File: src/rtl/gray_pkg.sv
`default_nettype none
// ============================================================================
// Module   : gray_pkg
// Purpose  : Shared definitions for the grayscale engine and its host:
//            size field geometry, gray byte lane, error bit indices and the
//            host sequencer state encoding.
// Revision : 1.0 - initial release
// ============================================================================
package gray_pkg;

  localparam int WD_SIZE_MAX  = 10;   // bits needed for the size in 1k units
  localparam int WD_SIZE_UNIT = 10;   // log2 of pixels per size unit
  localparam int WD_RGB_888   = 8;    // one colour channel / gray byte
  localparam int WD_PIX       = WD_SIZE_MAX + WD_SIZE_UNIT;

  localparam int SIZE_LIMIT   = 512;  // largest frame in 1k-pixel units

  // Gray value lane inside a processed BRAM word
  localparam int GRAY_MSB     = 31;
  localparam int GRAY_LSB     = 24;

  // Local error bit indices, shared with the gray engine
  localparam int ERR_IDX_SIZE    = 0;
  localparam int ERR_IDX_TIMEOUT = 1;
  localparam int NB_ERR_LOCAL    = 2;

  typedef enum logic [2:0] {
    ST_IDLE  = 3'd0,
    ST_CHECK = 3'd1,
    ST_REQ   = 3'd2,
    ST_ISSUE = 3'd3,
    ST_LATCH = 3'd4,
    ST_SEND  = 3'd5,
    ST_DONE  = 3'd6
  } gray_state_e;

  // Index of the final pixel of a frame of 'units' 1k-pixel blocks
  function automatic logic [WD_PIX-1:0] last_pix(input logic [WD_SIZE_MAX-1:0] units);
    logic [WD_SIZE_MAX-1:0] blk;
    blk = units - WD_SIZE_MAX'(1);
    return {blk, {WD_SIZE_UNIT{1'b1}}};
  endfunction

endpackage
`default_nettype wire

File: src/rtl/gray_bram_rd.sv
`default_nettype none
// ============================================================================
// Module   : gray_bram_rd
// Purpose  : Single-word BRAM read sequencer. A request pulse drives the
//            address with enable for one cycle, then waits NB_READ_STEP
//            cycles and flags the cycle in which read data is valid.
// Revision : 1.0 - initial release
// ============================================================================
module gray_bram_rd
  import gray_pkg::*;
#(
  parameter int WD_BRAM_DAT  = 32,
  parameter int NB_READ_STEP = 3
) (
  input  logic                   clk,
  input  logic                   rst,
  input  logic                   rd_req,
  input  logic [WD_BRAM_DAT-1:0] rd_addr,
  output logic                   bram_en,
  output logic [WD_BRAM_DAT-1:0] bram_addr,
  output logic                   lat_done
);

  localparam int WD_CNT = $clog2(NB_READ_STEP + 1);
  localparam logic [WD_CNT-1:0] CNT_LAST = WD_CNT'(NB_READ_STEP - 1);

  logic                   en_q, en_d;
  logic [WD_BRAM_DAT-1:0] addr_q, addr_d;
  logic                   wait_q, wait_d;
  logic [WD_CNT-1:0]      cnt_q, cnt_d;

  // Enable lasts exactly the request cycle; latency count starts right after
  always_comb begin
    en_d   = rd_req;
    addr_d = rd_req ? rd_addr : addr_q;
    wait_d = wait_q;
    cnt_d  = cnt_q;
    if (en_q) begin
      wait_d = 1'b1;
      cnt_d  = '0;
    end else if (wait_q) begin
      if (cnt_q == CNT_LAST) begin
        wait_d = 1'b0;
      end else begin
        cnt_d = cnt_q + WD_CNT'(1);
      end
    end
  end

  // Sequencer state registers
  always_ff @(posedge clk) begin
    if (rst) begin
      en_q   <= 1'b0;
      addr_q <= '0;
      wait_q <= 1'b0;
      cnt_q  <= '0;
    end else begin
      en_q   <= en_d;
      addr_q <= addr_d;
      wait_q <= wait_d;
      cnt_q  <= cnt_d;
    end
  end

  assign bram_en   = en_q;
  assign bram_addr = addr_q;
  assign lat_done  = wait_q && (cnt_q == CNT_LAST);

endmodule
`default_nettype wire

File: src/rtl/gray_host.sv
`default_nettype none
// ============================================================================
// Module   : gray_host
// Purpose  : Shake-bus master and result reader for the grayscale engine.
//            Validates the frame size, requests processing, waits for the
//            completion pulse, then streams the gray byte of every pixel
//            out of the shared BRAM as a ready/valid byte stream.
// Revision : 1.0 - initial release
// ============================================================================
module gray_host
  import gray_pkg::*;
#(
  parameter int WD_SHK_SYNC  = 16,
  parameter int WD_SHK_DLAY  = 15,
  parameter int WD_BRAM_DAT  = 32,
  parameter int WD_BRAM_WEN  = 4,
  parameter int WD_ERR_INFO  = 4,
  parameter int NB_READ_STEP = 3,
  parameter int WD_TIMEOUT   = 24
) (
  input  logic                   s_sys_a_clock,
  input  logic                   s_sys_a_reset,
  input  logic                   s_cmd_gray_start,
  input  logic [WD_SHK_SYNC-1:0] s_cmd_gray_size,
  output logic                   s_cmd_gray_busy,
  output logic                   m_shk_gray_wvalid,
  output logic [WD_SHK_SYNC-1:0] m_shk_gray_smosi,
  output logic [WD_SHK_DLAY-1:0] m_shk_gray_dmosi,
  input  logic                   m_shk_gray_wready,
  input  logic [WD_SHK_SYNC-1:0] m_shk_gray_smiso,
  input  logic [WD_SHK_DLAY-1:0] m_shk_gray_dmiso,
  output logic [WD_BRAM_DAT-1:0] m_bram_gray_addr,
  output logic                   m_bram_gray_clk,
  output logic [WD_BRAM_DAT-1:0] m_bram_gray_din,
  input  logic [WD_BRAM_DAT-1:0] m_bram_gray_dout,
  output logic                   m_bram_gray_en,
  output logic                   m_bram_gray_rst,
  output logic [WD_BRAM_WEN-1:0] m_bram_gray_we,
  output logic                   m_axis_gray_tvalid,
  output logic [WD_RGB_888-1:0]  m_axis_gray_tdata,
  output logic                   m_axis_gray_tlast,
  input  logic                   m_axis_gray_tready,
  input  logic [WD_ERR_INFO-1:0] s_err_gray_info1,
  output logic [WD_ERR_INFO-1:0] m_err_gray_info1
);

  gray_state_e             state_q, state_d;
  logic [WD_SHK_SYNC-1:0]  size_q, size_d;
  logic [WD_PIX-1:0]       pix_q, pix_d;
  logic [WD_TIMEOUT-1:0]   tmo_q, tmo_d;
  logic [NB_ERR_LOCAL-1:0] err_q, err_d;
  logic                    busy_q, busy_d;
  logic                    wvalid_q, wvalid_d;
  logic [WD_SHK_SYNC-1:0]  smosi_q, smosi_d;
  logic                    tvalid_q, tvalid_d;
  logic [WD_RGB_888-1:0]   tdata_q, tdata_d;
  logic                    tlast_q, tlast_d;

  logic                    rd_req;
  logic [WD_PIX-1:0]       rd_pix;
  logic                    lat_done;
  logic                    size_bad;
  logic [WD_PIX-1:0]       pix_end;

  assign size_bad = (size_q == '0) || (size_q > WD_SHK_SYNC'(SIZE_LIMIT));
  assign pix_end  = last_pix(size_q[WD_SIZE_MAX-1:0]);

  // Frame sequencer: size check, shake request, then one read per pixel
  always_comb begin
    state_d  = state_q;
    size_d   = size_q;
    pix_d    = pix_q;
    tmo_d    = tmo_q;
    err_d    = err_q;
    tvalid_d = tvalid_q;
    tdata_d  = tdata_q;
    tlast_d  = tlast_q;
    rd_req   = 1'b0;
    rd_pix   = pix_q;
    case (state_q)
      ST_IDLE: begin
        if (s_cmd_gray_start) begin
          state_d = ST_CHECK;
          size_d  = s_cmd_gray_size;
          err_d   = '0;
        end
      end
      ST_CHECK: begin
        pix_d = '0;
        tmo_d = '0;
        if (size_bad) begin
          state_d             = ST_DONE;
          err_d[ERR_IDX_SIZE] = 1'b1;
        end else begin
          state_d = ST_REQ;
        end
      end
      ST_REQ: begin
        // A completion pulse only counts once the request is visible
        if (wvalid_q && m_shk_gray_wready) begin
          state_d = ST_ISSUE;
          rd_req  = 1'b1;
        end else if (&tmo_q) begin
          state_d                = ST_DONE;
          err_d[ERR_IDX_TIMEOUT] = 1'b1;
        end else begin
          tmo_d = tmo_q + WD_TIMEOUT'(1);
        end
      end
      ST_ISSUE: begin
        state_d = ST_LATCH;
      end
      ST_LATCH: begin
        if (lat_done) begin
          state_d  = ST_SEND;
          tvalid_d = 1'b1;
          tdata_d  = m_bram_gray_dout[GRAY_MSB:GRAY_LSB];
          tlast_d  = (pix_q == pix_end);
        end
      end
      ST_SEND: begin
        if (m_axis_gray_tready) begin
          tvalid_d = 1'b0;
          tlast_d  = 1'b0;
          if (tlast_q) begin
            state_d = ST_DONE;
          end else begin
            pix_d   = pix_q + WD_PIX'(1);
            rd_pix  = pix_q + WD_PIX'(1);
            rd_req  = 1'b1;
            state_d = ST_ISSUE;
          end
        end
      end
      ST_DONE: begin
        state_d = ST_IDLE;
      end
      default: begin
        state_d = ST_IDLE;
      end
    endcase
    busy_d   = (state_d != ST_IDLE);
    // Request drops the cycle after the pulse or timeout is seen
    wvalid_d = (state_q == ST_REQ) && (state_d == ST_REQ);
    smosi_d  = (state_d == ST_REQ) ? size_q : '0;
  end

  // Sequencer and registered output flops
  always_ff @(posedge s_sys_a_clock) begin
    if (s_sys_a_reset) begin
      state_q  <= ST_IDLE;
      size_q   <= '0;
      pix_q    <= '0;
      tmo_q    <= '0;
      err_q    <= '0;
      busy_q   <= 1'b0;
      wvalid_q <= 1'b0;
      smosi_q  <= '0;
      tvalid_q <= 1'b0;
      tdata_q  <= '0;
      tlast_q  <= 1'b0;
    end else begin
      state_q  <= state_d;
      size_q   <= size_d;
      pix_q    <= pix_d;
      tmo_q    <= tmo_d;
      err_q    <= err_d;
      busy_q   <= busy_d;
      wvalid_q <= wvalid_d;
      smosi_q  <= smosi_d;
      tvalid_q <= tvalid_d;
      tdata_q  <= tdata_d;
      tlast_q  <= tlast_d;
    end
  end

  gray_bram_rd #(
    .WD_BRAM_DAT  (WD_BRAM_DAT),
    .NB_READ_STEP (NB_READ_STEP)
  ) u_bram_rd (
    .clk       (s_sys_a_clock),
    .rst       (s_sys_a_reset),
    .rd_req    (rd_req),
    .rd_addr   (WD_BRAM_DAT'(rd_pix)),
    .bram_en   (m_bram_gray_en),
    .bram_addr (m_bram_gray_addr),
    .lat_done  (lat_done)
  );

  assign s_cmd_gray_busy    = busy_q;
  assign m_shk_gray_wvalid  = wvalid_q;
  assign m_shk_gray_smosi   = smosi_q;
  assign m_shk_gray_dmosi   = '0;
  assign m_bram_gray_clk    = s_sys_a_clock;
  assign m_bram_gray_din    = '0;
  assign m_bram_gray_rst    = 1'b0;
  assign m_bram_gray_we     = '0;
  assign m_axis_gray_tvalid = tvalid_q;
  assign m_axis_gray_tdata  = tdata_q;
  assign m_axis_gray_tlast  = tlast_q;
  assign m_err_gray_info1   = s_err_gray_info1 | WD_ERR_INFO'(err_q);

  // Engine response fields and the non-gray lanes of the word carry nothing here
  logic unused_ok;
  assign unused_ok = ^{m_shk_gray_smiso, m_shk_gray_dmiso, m_bram_gray_dout[GRAY_LSB-1:0]};

endmodule
`default_nettype wire

File: config.mk
export PLATFORM = sky130hd
export DESIGN_NAME = gray_host
export DESIGN_NICKNAME = d
export VERILOG_FILES = /design/src/rtl/gray_pkg.sv /design/src/rtl/gray_bram_rd.sv /design/src/rtl/gray_host.sv
export SDC_FILE = /design/constraint.sdc
export NUM_CORES = 1
export LEC_CHECK = 0
export CORE_MARGIN = 1
export CORE_UTILIZATION = 45
export CTS_CLUSTER_DIAMETER = 60
export CTS_CLUSTER_SIZE = 8
export DETAILED_ROUTE_END_ITERATION = 7
export PLACE_DENSITY = 0.86
export SLEW_MARGIN = 30
export SYNTH_ARGS = -nofsm -noshare
export SYNTH_HDL_FRONTEND = slang
export SYNTH_SLANG_ARGS = --single-unit
File: constraint.sdc
create_clock -name s_sys_a_clock -period 2.94 [get_ports s_sys_a_clock]
set_input_delay 0.294 -clock s_sys_a_clock [delete_from_list [all_inputs] [get_ports s_sys_a_clock]]
set_output_delay 0.294 -clock s_sys_a_clock [all_outputs]
set_load 0.05 [all_outputs]
==> After elaboration in Yosys (flattened, before gate mapping) <==
Cells that the tools add are included.
{ "totals": {"reg_bits": 117, "wordCells": 94} }
{ "classes": {"bitwise_logic": 3, "n_eq_ne": 15, "add_sub_neg": 4, "muxes": 33, "n_reduce_logical": 22, "order_cmp": 1} }
{ "ops": {"columns": ["op", "count"], "rows": [
  ["2-to-1 mux 20 bit", 3],
  ["2-to-1 mux 24 bit", 2],
  ["case mux 24 bit (2 select lines)", 1],
  ["case mux 20 bit (2 select lines)", 1],
  ["adder 24 x 1 -> 24 bit (second input constant)", 1],
  ["AND reduction 24 bit", 1],
  ["2-to-1 mux 3 bit", 7],
  ["adder 20 x 1 -> 20 bit (second input constant)", 1],
  ["== test 20 bit", 1],
  ["case mux 3 bit (6 select lines)", 1],
  ["> comparator 16 x 10 -> 1 bit (second input constant)", 1],
  ["zero test 16 bit", 1],
  ["!= test 2 bit (second input constant)", 7],
  ["2-to-1 mux 1 bit", 12],
  ["case mux 1 bit (2 select lines)", 5],
  ["nonzero test 2 bit", 5],
  ["subtractor 10 x 1 -> 10 bit (second input constant)", 1],
  ["== test 3 x 2 -> 1 bit (second input constant)", 3],
  ["AND reduction 3 bit", 3],
  ["== test 3 bit (second input constant)", 2],
  ["AND reduction 2 bit", 3],
  ["bitwise OR 4 x 2 -> 4 bit", 1],
  ["AND reduction 4 bit", 1],
  ["OR reduction 2 bit", 2],
  ["9 further kinds", 12]
]} }

==> Longest topological paths before layout <==
Gate-level depths: netlist (run 1).
{ "depth": {"ltp_word": 7, "mapped_depth": 10, "depth_no_buf": 7} }

==> By module <==
Synthesis (run 1) repeated with hierarchy kept, for this count alone.
{ "unflattened": {"hier_cells": 784, "hier_area_um2": 6558.8} }
{ "modules_own_cells": {"columns": ["module", "cells_each", "seq_area_each_um2", "instances", "area_per_inst_um2"], "rows": [
  ["gray_host", 665, 1861.8, 1, 5252.5],
  ["gray_bram_rd", 119, 720.7, 1, 1306.3]
]} }

==> results of run 1 <==
[per-layer routing]
layer / GRT usage / up-vias
met3: 0.04981 / 38
met2: 0.3525 / 209
met5: 0 / -
met4: 0.1147 / 0
met1: 0.2381 / 2581
li1: - / 2700
[power by group through the flow]
stage          Sequential (mW)  Clock [mW]  Combinational (mW)
2_1_floorplan             1.75      0.0733               0.667
3_3_place_gp              1.72      0.0785               0.774
3_5_place_dp              1.72      0.0785               0.783
4_1_cts                   1.69        2.39               0.789
5_1_grt                   1.69        2.47               0.851
6_report                  1.69        2.37               0.795
[sequential cells by signal (all words and copies together), names as in the netlist]
register,flops
tmo_q,24
pix_q,20
u_bram_rd.bram_addr,20
m_shk_gray_smosi,16
size_q,16
m_axis_gray_tdata,8
state_q,3
err_q,2
u_bram_rd.cnt_q,2
m_axis_gray_tlast,1
m_axis_gray_tvalid,1
m_shk_gray_wvalid,1
s_cmd_gray_busy,1
u_bram_rd.bram_en,1
u_bram_rd.wait_q,1
[cell type report]
class	instances	area, µm²	share of cell area
Multi-Input combinational cell	572	3282	0.4370
Sequential cell	117	2342	0.3119
Timing Repair Buffer	99	940.9	0.1253
Clock buffer	25	555.5	0.07398
Tap cell	176	220.2	0.02932
Clock inverter	9	127.6	0.01699
Inverter	11	41.29	0.005498
[worst max-delay path by stage]
stage                     depth (start not counted)                         endpoint  slack (ns)                    from
after detailed placement                          8     m_shk_gray_wvalid$_SDFF_PP0_        0.42  size_q[1]$_SDFFE_PP0P_
after floorplan                                  10  m_shk_gray_smosi[10]$_SDFF_PP0_        0.55  size_q[0]$_SDFFE_PP0P_
after global routing                              3                  m_bram_gray_clk        0.24           s_sys_a_clock
final                                             3                  m_bram_gray_clk        0.24           s_sys_a_clock
after global placement                            8     m_shk_gray_wvalid$_SDFF_PP0_        0.43  size_q[1]$_SDFFE_PP0P_
after CTS                                         3                  m_bram_gray_clk        0.24           s_sys_a_clock
[kinds of logic after synthesis]
logic type      after synthesis
compound gates              151
flops                       117
xor+xnor                     27
buf+inv                     131
mux                          15
other cells                   1
simple gates                311
fa+ha+maj                     4
[synth_stat cells, drive strengths merged, types with 7 or more instances]
| cell type | number | area, µm² |
|---|---|---|
| buf | 88 | 625.6 |
| nand4 | 16 | 100.1 |
| nor2 | 67 | 251.5 |
| inv | 10 | 37.54 |
| nor4 | 12 | 75.07 |
| a211oi | 18 | 135.1 |
| a31oi | 7 | 43.79 |
| a311oi | 7 | 61.31 |
| or2 | 7 | 43.80 |
| xnor2 | 20 | 175.2 |
| nand2b | 10 | 62.56 |
| xor2 | 7 | 61.31 |
| dfxtp | 117 | 2342 |
| o21ai | 18 | 90.08 |
| nand2 | 85 | 319.1 |
| clkbuf | 32 | 120.1 |
| or4 | 20 | 150.1 |
| nor3 | 32 | 221.5 |
| and3 | 9 | 56.30 |
| o31ai | 15 | 112.6 |
| mux2i | 15 | 150.1 |
| nand3 | 23 | 115.1 |
| a21oi | 61 | 309.1 |
[per-stage QoR]
step | std cells | utilization
global route | 1009 | 0.5648
detailed placement | 976 | 0.5142
finish | 1009 | 0.5648
floorplan | 820 | -
CTS | 1009 | 0.5648
global placement | 976 | 0.5142
==> qor.yml, run 1 <==
outcome:
  outcome: "complete, no violations"
clock_tree:
  cts.clk_slew.worst_paths_ns: 0.05
  hold_buffers: 0
  cts_tree: "done"
  cts.repair.resized: 0
  post_cts_buffers: 0
  clk_latency_ns: 0.53
run:
  maxCapViolCount: 0
route:
  first_pass_iters: 5
  ant_nets: 0
  wl_met1_mm: 5.905
  wl_mm: 14.37
  dr_wl_met3_um: 865
  wire_per_inst_um: 14.24
  drt_iter0_markers: 362
  met2WireLength_mm: 7.209
  drc: 0
  via_count: 5528
  vias_per_cell: 5.479
  highest_layer: "met4"
worst_setup_path:
  cpMostUsedCell: "clkbuf_16"
  r2r-start: "size_q[1]$_SDFFE_PP0P_"
  worst_ep_required_time_ns: 2.65
  crit_chain: "clkbuf_16, clkbuf_16, clkdlybuf4s50_1"
  worst_path_largest_cell_delay_ns: 0.69
  worstReg2RegEnd: "m_shk_gray_wvalid$_SDFF_PP0_"
  crit_path_end_kind: "output port"
  worstPathArrival_ns: 2.40
  worst-path-buf-inv: 3
  r2r_cells: 8
  cp_top_family: "buffers and inverters"
  critPathKind: "clock port to output port"
  critical_path.slowest_cell: "clkdlybuf4s50_1"
  worstSetupStartpointType: "clock port"
  rrSetupSlack_ns: 0.37
  crit_fanout: 2
synth:
  synthArstFlopShare: 0
  yosys_warnings: 0
  synth_xor_xnor_area_share: 0.03834
  synth_adder_area_share: 0.008114
  syn_avg_cell_area_um2: 8.149
  ys_types: 70
  syn_inst: 757
  synth_seq_area_share: 0.3797
  synthMuxAreaShare: 0.02434
  syn_area_um2: 6168
  yosys.area_share.simple: 0.2651
  synth_edf_count: 0
  ys_ff_latch: 117
  ys.flop_type: "dfxtp_1"
  synth_compound_area_frac: 0.1562
  synth_top_family_by_area: "simple AND/OR/NAND/NOR gates"
power:
  p_sw_mw: 1.411
  p_sw_frac: 0.2909
  power_mw: 4.852
  combPwrFrac: 0.164
  p_leak_nw: 2.587
  p_clk_frac: 0.488
  power_density_nw_per_um2: 646.1
  internal-power_mw: 3.440
  seqPwrFrac: 0.348
  ir_drop_mv: 0.8642
finish:
  area_growth_pct: 21.74
  fin_area_um2: 7510
  layout_commonest_cell: "dfxtp_1"
  layout-drive-gt1-share: 0.08764
  antenna_cells: 0
  final.fill_count: 1174
  nets: 914
  final_cell_mix: "117 x dfxtp_1, 85 x nand2_1, 81 x clkdlybuf4s50_1"
placement:
  place.gp.congestion: 0.8588
  place_ws_ns: 0.4233
  portBuffers: 82
  placed_area_um2: 6837
  dp_hpwl_mm: 9.625
sta:
  fin_ws_ns: 0.2447
  fin_skew_ns: 0.01335
  hold_violations: 0
  setup_tns_ns: 0
  max_slew_margin: 0.4127
  slew_viol_final: 0
  tightest_slew_ns: 0.8742
  timing.hold.ws_ns: 0.2245
  rsz0062_at_grt: "false"
  setup_viol: 0
grt:
  grt_antenna_before_repair: 0
  grt_max_degree: 54
  track_usage: 0.2073
  grt_pass1_vias: 5100
  overflow: 0
  grt_first_pass_wirelength_mm: 23.68
hold_path:
  worstHoldStart: "s_sys_a_reset"
  hold_path.class: "input port to flip-flop"
  hold_end: "state_q[0]$_SDFF_PP0_"
  holdPathStages: 2
floorplanning:
  die_w_um: 119.1
  die_h_um: 119.1
  io_pins: 206
  dieArea_um2: 14180
  core_region_area_um2: 13300
  row_count: 42
  start_util: 0.4640
(Power assumes the default switching activity.)
==> inputs of run 2 (changes only) <==
PLACE_DENSITY = default   (was 0.86)
PLACE_DENSITY_LB_ADDON = 0.25   (was default)
==> run 2 against run 1 <==
  * Die area unchanged
  * Sequential cell count unchanged
  * Wire length up 4.5%
==> qor.yml, run 2 (same netlist as run 1, synthesis figures left out) <==
outcome:
  outcome: "complete, no violations"
worst_setup_path:
  crit_fanout: 2
  critical_path.slowest_cell: "clkdlybuf4s50_1"
  cpMostUsedCell: "clkbuf_16"
  worst_ep_required_time_ns: 2.65
  worst-path-buf-inv: 3
  rrSetupSlack_ns: 0.39
  critPathKind: "clock port to output port"
  worst_path_largest_cell_delay_ns: 0.69
  crit_chain: "clkbuf_16, clkbuf_16, clkdlybuf4s50_1"
  crit_path_end_kind: "output port"
  r2r_cells: 8
  cp_top_family: "buffers and inverters"
  worstReg2RegEnd: "m_shk_gray_smosi[2]$_SDFF_PP0_"
  worstPathArrival_ns: 2.40
  r2r-start: "size_q[0]$_SDFFE_PP0P_"
  worstSetupStartpointType: "clock port"
sta:
  fin_ws_ns: 0.2441
  max_slew_margin: 0.4346
  fin_skew_ns: 0.01560
  tightest_slew_ns: 0.8416
  hold_violations: 0
  setup_viol: 0
  rsz0062_at_grt: "false"
  slew_viol_final: 0
  setup_tns_ns: 0
  timing.hold.ws_ns: 0.3076
grt:
  grt_max_degree: 38
  grt_antenna_before_repair: 0
  track_usage: 0.2206
  grt_first_pass_wirelength_mm: 24.95
  grt_pass1_vias: 5240
  overflow: 0
route:
  vias_per_cell: 5.456
  ant_nets: 0
  drc: 0
  via_count: 5516
  wire_per_inst_um: 14.85
  first_pass_iters: 5
  wl_mm: 15.02
  drt_iter0_markers: 378
floorplanning:
  die_h_um: 119.1
  row_count: 42
  dieArea_um2: 14180
  die_w_um: 119.1
  core_region_area_um2: 13300
  io_pins: 206
  start_util: 0.4640
finish:
  nets: 918
  final.fill_count: 1248
  layout-drive-gt1-share: 0.08862
  largest_reg_flops: 24
  antenna_cells: 0
  layout_commonest_cell: "dfxtp_1"
  area_growth_pct: 21.87
  largest-register: "tmo_q"
  fin_cells: 1011
  final_cell_mix: "117 x dfxtp_1, 85 x nand2_1, 81 x clkdlybuf4s50_1"
power:
  ir_drop_mv: 0.5147
  power_density_nw_per_um2: 635.8
  p_leak_nw: 2.606
  power_mw: 4.779
clock_tree:
  cts_tree: "done"
  post_cts_buffers: 0
  hold_buffers: 0
  cts.repair.resized: 0
  clk_latency_ns: 0.54
  cts.clk_slew.worst_paths_ns: 0.05
placement:
  place_ws_ns: 0.4544
  dp_hpwl_mm: 10.38
  place.gp.congestion: 0.8821
  place_inst: 980
  portBuffers: 82
hold_path:
  holdPathStages: 2
  hold_end: "size_q[10]$_SDFFE_PP0P_"
  hold_path.class: "input port to flip-flop"
  worstHoldStart: "s_sys_a_reset"
run:
  maxCapViolCount: 0
==> run 2: cell count changes in the layout (fill, tap and decap cells not counted) <==
cell        delta
buf_12         +1
clkbuf_1       +1
clkinvlp_4     -3
buf_4          +3
bufinv_16      -1
clkbuf_8       +1
==> run 2: layer usage <==
layer  global-route usage  up-vias  share of wire
met5                    0        -              0
li1                     -     2716              -
met2               0.3616      174           0.48
met4               0.1013        0          0.019
met3              0.05603       26          0.051
met1               0.2706     2600           0.45
==> run 2: layout make-up <==
| cell class | instances | area (µm²) | share of cell area |
|---|---|---|---|
| clock buffer | 27 | 573.1 | 0.07623 |
| inverter | 11 | 41.29 | 0.005493 |
| sequential | 117 | 2342 | 0.3116 |
| timing repair buffer | 103 | 983.4 | 0.1308 |
| tap | 176 | 220.2 | 0.02929 |
| clock inverter | 5 | 75.07 | 0.009987 |
| multi-input combinational | 572 | 3282 | 0.4366 |
==> run 2: worst max path at each step <==
| stage | start | endpoint | slack [ns] | cells past startpoint |
|---|---|---|---|---|
| 3_5_place_dp | m_axis_gray_tready | pix_q[19]$_SDFFE_PP0P_ | 0.45 | 6 |
| 2_1_floorplan | size_q[0]$_SDFFE_PP0P_ | m_shk_gray_smosi[10]$_SDFF_PP0_ | 0.55 | 10 |
| 6_report | s_sys_a_clock | m_bram_gray_clk | 0.24 | 3 |
| 4_1_cts | s_sys_a_clock | m_bram_gray_clk | 0.24 | 3 |
| 5_1_grt | s_sys_a_clock | m_bram_gray_clk | 0.22 | 3 |
| 3_3_place_gp | size_q[0]$_SDFFE_PP0P_ | m_shk_gray_wvalid$_SDFF_PP0_ | 0.46 | 8 |
==> run 2: through the flow <==
step,utilization,area [µm²]
floorplan,-,6405
finish,0.5654,7517
CTS,0.5654,7517
global route,0.5654,7517
global placement,0.5174,6879
detailed placement,0.5174,6879
==> run 2: power by group <==
| group | switching [mW] | total, mW | internal (mW) | leakage [nW] |
|---|---|---|---|---|
| Combinational | 0.577 | 0.815 | 0.239 | 1.34 |
| Sequential | 0.0570 | 1.69 | 1.64 | 0.946 |
| Clock | 0.765 | 2.27 | 1.51 | 0.321 |
